`src/rtl/mem_access_ctrl_pkg.sv`:
```
// Shared types and defaults for the data-memory access controller.
// Holds the FSM state encoding, bus-width defaults and the alignment helper.
package mem_access_ctrl_pkg;

    localparam int ADDR_W_DEF  = 32;
    localparam int DATA_W_DEF  = 32;
    localparam int TIMEOUT_DEF = 16;
    localparam int RD_W        = 5;

    typedef enum logic {
        ST_IDLE = 1'b0,
        ST_BUSY = 1'b1
    } state_t;

    // Only whole-word accesses are supported.
    function automatic logic word_aligned(input logic [1:0] lsb);
        return (lsb == 2'b00);
    endfunction

endpackage

```
`src/rtl/mem_access_ctrl_timeout_cnt.sv`:
```
// Wait-cycle counter for an outstanding bus access.
// Flags expiry once TIMEOUT cycles have elapsed without a clear.
module mem_timeout_cnt #(
    parameter int TIMEOUT = 16
) (
    input  logic clk,
    input  logic rst,
    input  logic clr,
    input  logic en,
    output logic expired
);

    localparam int CW = $clog2(TIMEOUT);

    logic [CW-1:0] cnt_q;

    always_ff @(posedge clk or negedge rst) begin
        if (!rst) begin
            cnt_q <= '0;
        end else if (clr) begin
            cnt_q <= '0;
        end else if (en) begin
            cnt_q <= cnt_q + 1'b1;
        end
    end

    assign expired = (cnt_q == CW'(TIMEOUT - 1));

endmodule

```
`src/rtl/mem_access_ctrl.sv`:
```
// Sequences word loads/stores from exe onto a req/ack data-memory bus,
// stalling the pipeline while busy and pulsing writeback or error.
module mem_access_ctrl
    import mem_access_ctrl_pkg::*;
#(
    parameter int ADDR_W  = ADDR_W_DEF,
    parameter int DATA_W  = DATA_W_DEF,
    parameter int TIMEOUT = TIMEOUT_DEF
) (
    input  logic              clk,
    input  logic              rst,
    input  logic              load_en,
    input  logic              store_en,
    input  logic [ADDR_W-1:0] addr,
    input  logic [DATA_W-1:0] data,
    input  logic [RD_W-1:0]   rd,
    input  logic              clr,
    output logic              stall,
    output logic              mem_req,
    output logic              mem_we,
    output logic [ADDR_W-1:0] mem_addr,
    output logic [DATA_W-1:0] mem_wdata,
    input  logic              mem_ack,
    input  logic [DATA_W-1:0] mem_rdata,
    output logic              wb_en,
    output logic [RD_W-1:0]   wb_rd,
    output logic [DATA_W-1:0] wb_data,
    output logic              err
);

    state_t            state_q;
    logic              mem_req_q;
    logic              mem_we_q;
    logic [ADDR_W-1:0] mem_addr_q;
    logic [DATA_W-1:0] mem_wdata_q;
    logic [RD_W-1:0]   rd_q;
    logic              wb_en_q;
    logic [RD_W-1:0]   wb_rd_q;
    logic [DATA_W-1:0] wb_data_q;
    logic              err_q;

    logic is_idle;
    logic is_busy;
    logic req_live;
    logic accept;
    logic reject;
    logic expired;

    assign is_idle  = (state_q == ST_IDLE);
    assign is_busy  = (state_q == ST_BUSY);
    assign req_live = (load_en | store_en) & ~clr;
    assign accept   = is_idle & (load_en ^ store_en) & ~clr & word_aligned(addr[1:0]);
    // Any live request that is not accepted is either dual-issued or misaligned.
    assign reject   = is_idle & req_live & ~accept;
    assign stall    = accept | (is_busy & ~mem_ack);

    mem_timeout_cnt #(.TIMEOUT(TIMEOUT)) u_timeout_cnt (
        .clk     (clk),
        .rst     (rst),
        .clr     (is_idle | mem_ack | expired),
        .en      (is_busy),
        .expired (expired)
    );

    always_ff @(posedge clk or negedge rst) begin
        if (!rst) begin
            state_q     <= ST_IDLE;
            mem_req_q   <= 1'b0;
            mem_we_q    <= 1'b0;
            mem_addr_q  <= '0;
            mem_wdata_q <= '0;
            rd_q        <= '0;
            wb_en_q     <= 1'b0;
            wb_rd_q     <= '0;
            wb_data_q   <= '0;
            err_q       <= 1'b0;
        end else begin
            wb_en_q <= 1'b0;
            err_q   <= 1'b0;
            case (state_q)
                ST_IDLE: begin
                    if (accept) begin
                        state_q     <= ST_BUSY;
                        mem_req_q   <= 1'b1;
                        mem_we_q    <= store_en;
                        mem_addr_q  <= addr;
                        mem_wdata_q <= data;
                        rd_q        <= rd;
                    end else if (reject) begin
                        err_q <= 1'b1;
                    end
                end
                ST_BUSY: begin
                    // An ack in the last allowed cycle still completes normally.
                    if (mem_ack) begin
                        state_q   <= ST_IDLE;
                        mem_req_q <= 1'b0;
                        if (!mem_we_q) begin
                            wb_en_q   <= 1'b1;
                            wb_rd_q   <= rd_q;
                            wb_data_q <= mem_rdata;
                        end
                    end else if (expired) begin
                        state_q   <= ST_IDLE;
                        mem_req_q <= 1'b0;
                        err_q     <= 1'b1;
                    end
                end
                default: begin
                    state_q   <= ST_IDLE;
                    mem_req_q <= 1'b0;
                end
            endcase
        end
    end

    assign mem_req   = mem_req_q;
    assign mem_we    = mem_we_q;
    assign mem_addr  = mem_addr_q;
    assign mem_wdata = mem_wdata_q;
    assign wb_en     = wb_en_q;
    assign wb_rd     = wb_rd_q;
    assign wb_data   = wb_data_q;
    assign err       = err_q;

endmodule

```
`config.mk`:
```
export PLATFORM = sky130hd
export DESIGN_NAME = mem_access_ctrl
export DESIGN_NICKNAME = d
export VERILOG_FILES = /design/src/rtl/mem_access_ctrl_pkg.sv /design/src/rtl/mem_access_ctrl_timeout_cnt.sv /design/src/rtl/mem_access_ctrl.sv
export SDC_FILE = /design/constraint.sdc
export NUM_CORES = 1
export LEC_CHECK = 0
export BUFFER_PORTS_ARGS = -buffer_cell sky130_fd_sc_hd__buf_2
export CORE_MARGIN = 5
export CORE_UTILIZATION = 49
export DETAILED_ROUTE_END_ITERATION = 7
export PLACE_DENSITY_LB_ADDON = 0.15
export SETUP_SLACK_MARGIN = 0.05
export SYNTH_ARGS = -nofsm -noshare
export SYNTH_HDL_FRONTEND = slang
export SYNTH_HIERARCHICAL = 1
export SYNTH_SLANG_ARGS = --single-unit
```
`constraint.sdc`:
```
create_clock -name clk -period 5.4 [get_ports clk]
set_input_delay 1.08 -clock clk [delete_from_list [all_inputs] [get_ports clk]]
set_output_delay 1.08 -clock clk [all_outputs]
set_load 0.05 [all_outputs]
```
# After elaboration in Yosys (flattened, before gate mapping)
# Index checks and enable logic that the tools add are counted.
[totals] ff_bits=115 input_bits=107 out_inout_bits=106 wordCells=55
[classes] n_addsub=1 n_eq_ne=3 muxes=18 bitwise_logic=17 reduce_logical=5
[op_table] op="$mux W1" n=13
[op_table] op="$mux W4" n=2
[op_table] op="$and A1 B1 Y1" n=7
[op_table] op="$pmux W1 S2" n=3
[op_table] op="$not A1 Y1" n=5
[op_table] op="$add A4 B1 Y4 const B" n=1
[op_table] op="$eq A4 B4 Y1 const B" n=1
[op_table] op="$or A1 B1 Y1" n=4
[op_table] op="$reduce_and A2 Y1" n=2
[op_table] op="$ne A3 B2 Y1 const B" n=1
[op_table] op="$reduce_and A3 Y1" n=1
[op_table] op="$logic_not A2 Y1" n=1
[op_table] op="$ne A2 B1 Y1 const B" n=1
[op_table] op="$reduce_bool A2 Y1" n=1
[op_table] op="$xor A1 B1 Y1" n=1

# Longest topological paths before layout
[depth] ltp_word=9 depth_mapped=7 mapped_depth_nobuf=5

# Cells and area by module
# Netlist, hierarchy kept.
[by_module_without_submodules] mod="mem_access_ctrl" instances=1 cells_each=247 area_per_inst_um2=4156.5
[by_module_without_submodules] mod="mem_timeout_cnt" instances=1 cells_each=17 area_per_inst_um2=198.9

# Worst setup path before layout
# OpenSTA, ideal clock, no wires.
[synth_timing] path_type="in2out" start="input port load_en" end="output port stall" arrival_ps=2380 setup_slack_ps=1940 cell_stages=7 cell_sequence="inv_1 -> ha_1 -> nand2b_1 -> nor4_4 -> buf_4 -> buf_6 -> a21o_1"
[synth_via] elab_chain_cells=5
[synth_rtl] item="start: declaration" line_no="mem_access_ctrl.sv:12" rtl="input logic load_en,"
[synth_rtl] item="$xor A1 B1 Y1" line_no="mem_access_ctrl.sv:52" rtl="assign accept = is_idle & (load_en ^ store_en) & ~clr & word_aligned(addr[1:0]);"
[synth_rtl] item="$and A1 B1 Y1 (3 in a row)" line_no="mem_access_ctrl.sv:52"
[synth_rtl] item="$or A1 B1 Y1" line_no="mem_access_ctrl.sv:55" rtl="assign stall = accept | (is_busy & ~mem_ack);"
[synth_rtl] item="end: declaration" line_no="mem_access_ctrl.sv:18" rtl="output logic stall,"
# No other way between the ends.

# Worst setup path after layout
[layout_timing] start="input port store_en" end="output port stall"
[layout_via] elab_chain_cells=5
[layout_rtl] item="start: declaration" line_no="mem_access_ctrl.sv:13" rtl="input logic store_en,"
[layout_rtl] item="$xor A1 B1 Y1" line_no="mem_access_ctrl.sv:52"
[layout_rtl] item="$and A1 B1 Y1 (3 in a row)" line_no="mem_access_ctrl.sv:52"
[layout_rtl] item="$or A1 B1 Y1" line_no="mem_access_ctrl.sv:55"
# No other way between the ends.

==> summary.txt <==
Cells and area
  • Layout fillers: 631
  • Final nets: about 600
  • Area growth syn-to-layout: 41.9%
  • Share of cells above drive strength 1: 0.691
  • Area of the multi-input gates: 1400 sq um
  • Most common cell after layout, fill and taps aside: buf_2
  • ANT cells: 0
  • Most frequent cells in the layout: buf_2, dfrtp_1, mux2_2
  • Reg area: ~2900 sq um

Detailed routing
  • Drt first-iter violations: 74
  • Drt pass-1 iters: 4
  • DR vias/cell: just under 5
  • DR DRC count: 0
  • Vias: 2968
  • Routed WL per cell: 16.2 um
  • Final ANT Viol Nets: 0
  • Post-Route WL: 9820 um

Floorplanning
  • Core box area: a little under 9000 sq um
  • I/O pins: roughly 210
  • Die Y: between 100 and 150 um
  • Die ar.: around 11000 sq um
  • Die Wd: about 100 um
  • Row count: 34
  • Starting density of the core: 0.502

GRT
  • Total gr overflow: 0
  • Largest net degree at the start of global routing: 70
  • Number of global-route vias before repair: around 3300
  • Antenna violations before repair: 0
  • First-pass GRT wire length: ~16000 um
  • GRT Total Usage: 0.187

Synth
  • Post-synthesis adder-cell area fraction: 0.00575
  • Syn_area_per_cell: approximately 16 sq um
  • Yosys reg bits: between 100 and 150
  • Compound-Gate Fraction of Synth Area: 0.00862
  • Largest family of logic cells by synthesized area: multiplexers
  • Synthesized area: 4360 sq um
  • Synth warn: 6
  • Sequential share of the synthesized area: 0.661
  • Xor and xnor area share after synthesis: 0.00201
  • Mux share of post-synthesis cell area: 0.277
  • Gate Count Post-Synth: ~260
  • Post-Syn Nets: approximately 370
  • Post-synth cell types: 28
  • Simple-Gate Fraction of Synth Area: 0.0267

STA
  • Final worst path period share: 0.589
  • Setup violators final: 0
  • Max-slew headroom: 0.417
  • Fmax: ~310 MHz
  • RSZ-0062 raised after global routing: no
  • Final Hold Fails: 0
  • Slew Viols, Final: 0
  • Final setup margin: 2220 ps
  • Setup_tns: 0 ps
  • Final hold slack: about 480 ps
  • Skew final: between 6 and 7 ps
  • Worst slew pin tran: between 800 and 900 ps
  • Crit path time final: around 3200 ps

Pwr
  • Maximum vdd drop: 336 uV
  • PwrDens: 645 nW/um^2
  • Combinational share of power: 0.375
  • Clock power share: 0.313
  • Power Internal: between 2000 and 2500 uW
  • Sw frac: 0.405
  • Leak: between 0.003 and 0.004 uW
  • Part of the power in registers: 0.312
  • P_sw: approximately 1600 uW

Clocking
  • Clock buffer depth: 2
  • Resized cells post-CTS: 0
  • Root Driver: clkbuf_8
  • H-tree Lvls: 4
  • CTS buffer count: 17
  • Later-pin clock latency in the skew report: 490 ps
  • Reg clk slew, reported paths: approximately 60 ps
  • TritonCTS clock tree: yes
  • Post-CTS Setup Inserts: 0
  • Cts hold-fix bufs: 0
  • # clock sinks: between 100 and 150

Worst hold path
  • HP Class: reg -> reg

Setup path
  • Setup crit end kind: primary output
  • Crit path largest cell delay: 260 ps
  • Worst setup path category: in -> out
  • Worst path cell trace: buf_2, inv_1, ha_1, nand2b_1, nor4_4, a21o_1, buf_2
  • Worst path arrival time: 2100 ps
  • Most frequent CP cell: buf_2
  • Critical-path top delay cell: ha_1
  • Maximum net fanout on the critical path: 2
  • CP Launch Type: input port
  • CP required: between 4000 and 5000 ps

Place
  • Post-DP HPWL: between 7000 and 8000 um
  • GPL Wtd Cong: around 0.70
  • Dpl ws: between 2000 and 2500 ps
  • Port Buffer Count: about 210

Outcome
  • Outcome: finished clean

Run
  • Max-Cap Viols: 0
==> path summary, 6_finish.rpt <==
path                                from       endpoint  slack [ps]  cells past startpoint
setup / recovery                store_en          stall        2220                      7
setup reg to reg                 is_busy        rd_q[3]        3180                      3
hold / removal             mem_wdata[25]  mem_wdata[25]         480                      1
max in group asynchronous            rst        rd_q[4]        3560                      2
min in group asynchronous            rst    mem_addr[8]         700                      1
hold reg to reg            mem_wdata[25]  mem_wdata[25]         480                      1
==> sequential cells by signal, summed over array words and instances (netlist names), 4 cells and up <==
name                 cells
wb_data                 32
wb_rd                    5
mem_addr                32
mem_wdata               32
rd_q                     5
u_timeout_cnt/cnt_q      4
==> critical path, delay by kind of cell <==
family / cells / cell delay [ps]
AOI/OAI and AO/OA: 1 / 120
buffers and inverters: 3 / 390
and+or+nand+nor: 2 / 250
adders and majority gates: 1 / 260
==> synthesized netlist by cell type <==
library cell,instances,area [sq um]
nand2b_1,1,6.26
nand3b_1,3,22.5
nand2_1,3,11.3
a21bo_2,1,10.0
nor2_1,3,11.3
buf_6,1,11.3
nor2b_1,1,6.26
nor3_1,1,5.00
ha_1,2,25.0
nand4_1,1,6.26
buf_2,9,45.0
dfrtp_1,115,2880
and3_1,1,6.26
inv_1,4,15.0
and2_1,2,12.5
o21ai_0,1,5.00
mux2_1,9,101
xnor2_1,1,8.76
nor4_4,1,21.3
a21oi_1,1,5.00
mux2_4,1,15.0
mux2_2,96,1080
a32o_1,1,10.0
buf_4,1,7.51
or4_1,1,7.51
clkbuf_1,1,3.75
a21o_1,1,7.51
mux2i_1,1,10.0
==> power by group through the flow <==
| stage | clock (uW) | sequential, uW | combinational (uW) |
|---|---|---|---|
| final | 1250 | 1240 | 1500 |
| after global routing | 1320 | 1280 | 1560 |
| after CTS | 1270 | 1250 | 1520 |
| after detailed placement | 0 | 1260 | 1510 |
| after global placement | 0 | 1240 | 1500 |
| after floorplan | 0 | 2130 | 242 |
==> area by class of cell <==
cell class | count | area share
sequential | 115 | 0.465
multi-input combinational | 133 | 0.226
tap | 108 | 0.0219
clock inverter | 12 | 0.0368
inverter | 4 | 0.00243
clock buffer | 20 | 0.0721
timing repair buffer | 215 | 0.176
==> metal layers <==
layer,track usage,wire length [um],vias up
met5,0,0,-
met4,0.0583,112,0
met3,0.0844,968,8
met2,0.306,4970,132
met1,0.219,3770,1450
li1,-,-,1378
==> cell families after synthesis <==
kind of cell / Yosys count
compound gates: 5
xor+xnor: 1
fa+ha+maj: 2
buf+inv: 16
flops: 115
mux: 107
simple gates: 18
==> per-stage QoR <==
stage          power (uW)  cell area (sq um)  std cells   util
4_1_cts              4040               6180        607  0.712
3_5_place_dp         2770               5510        575  0.635
3_3_place_gp         2740               5510        575  0.635
6_report             3990               6180        607  0.712
2_1_floorplan        2380               4360        264      -
5_1_grt              4170               6180        607  0.712
Note: power is estimated with default switching activity, not from simulation.
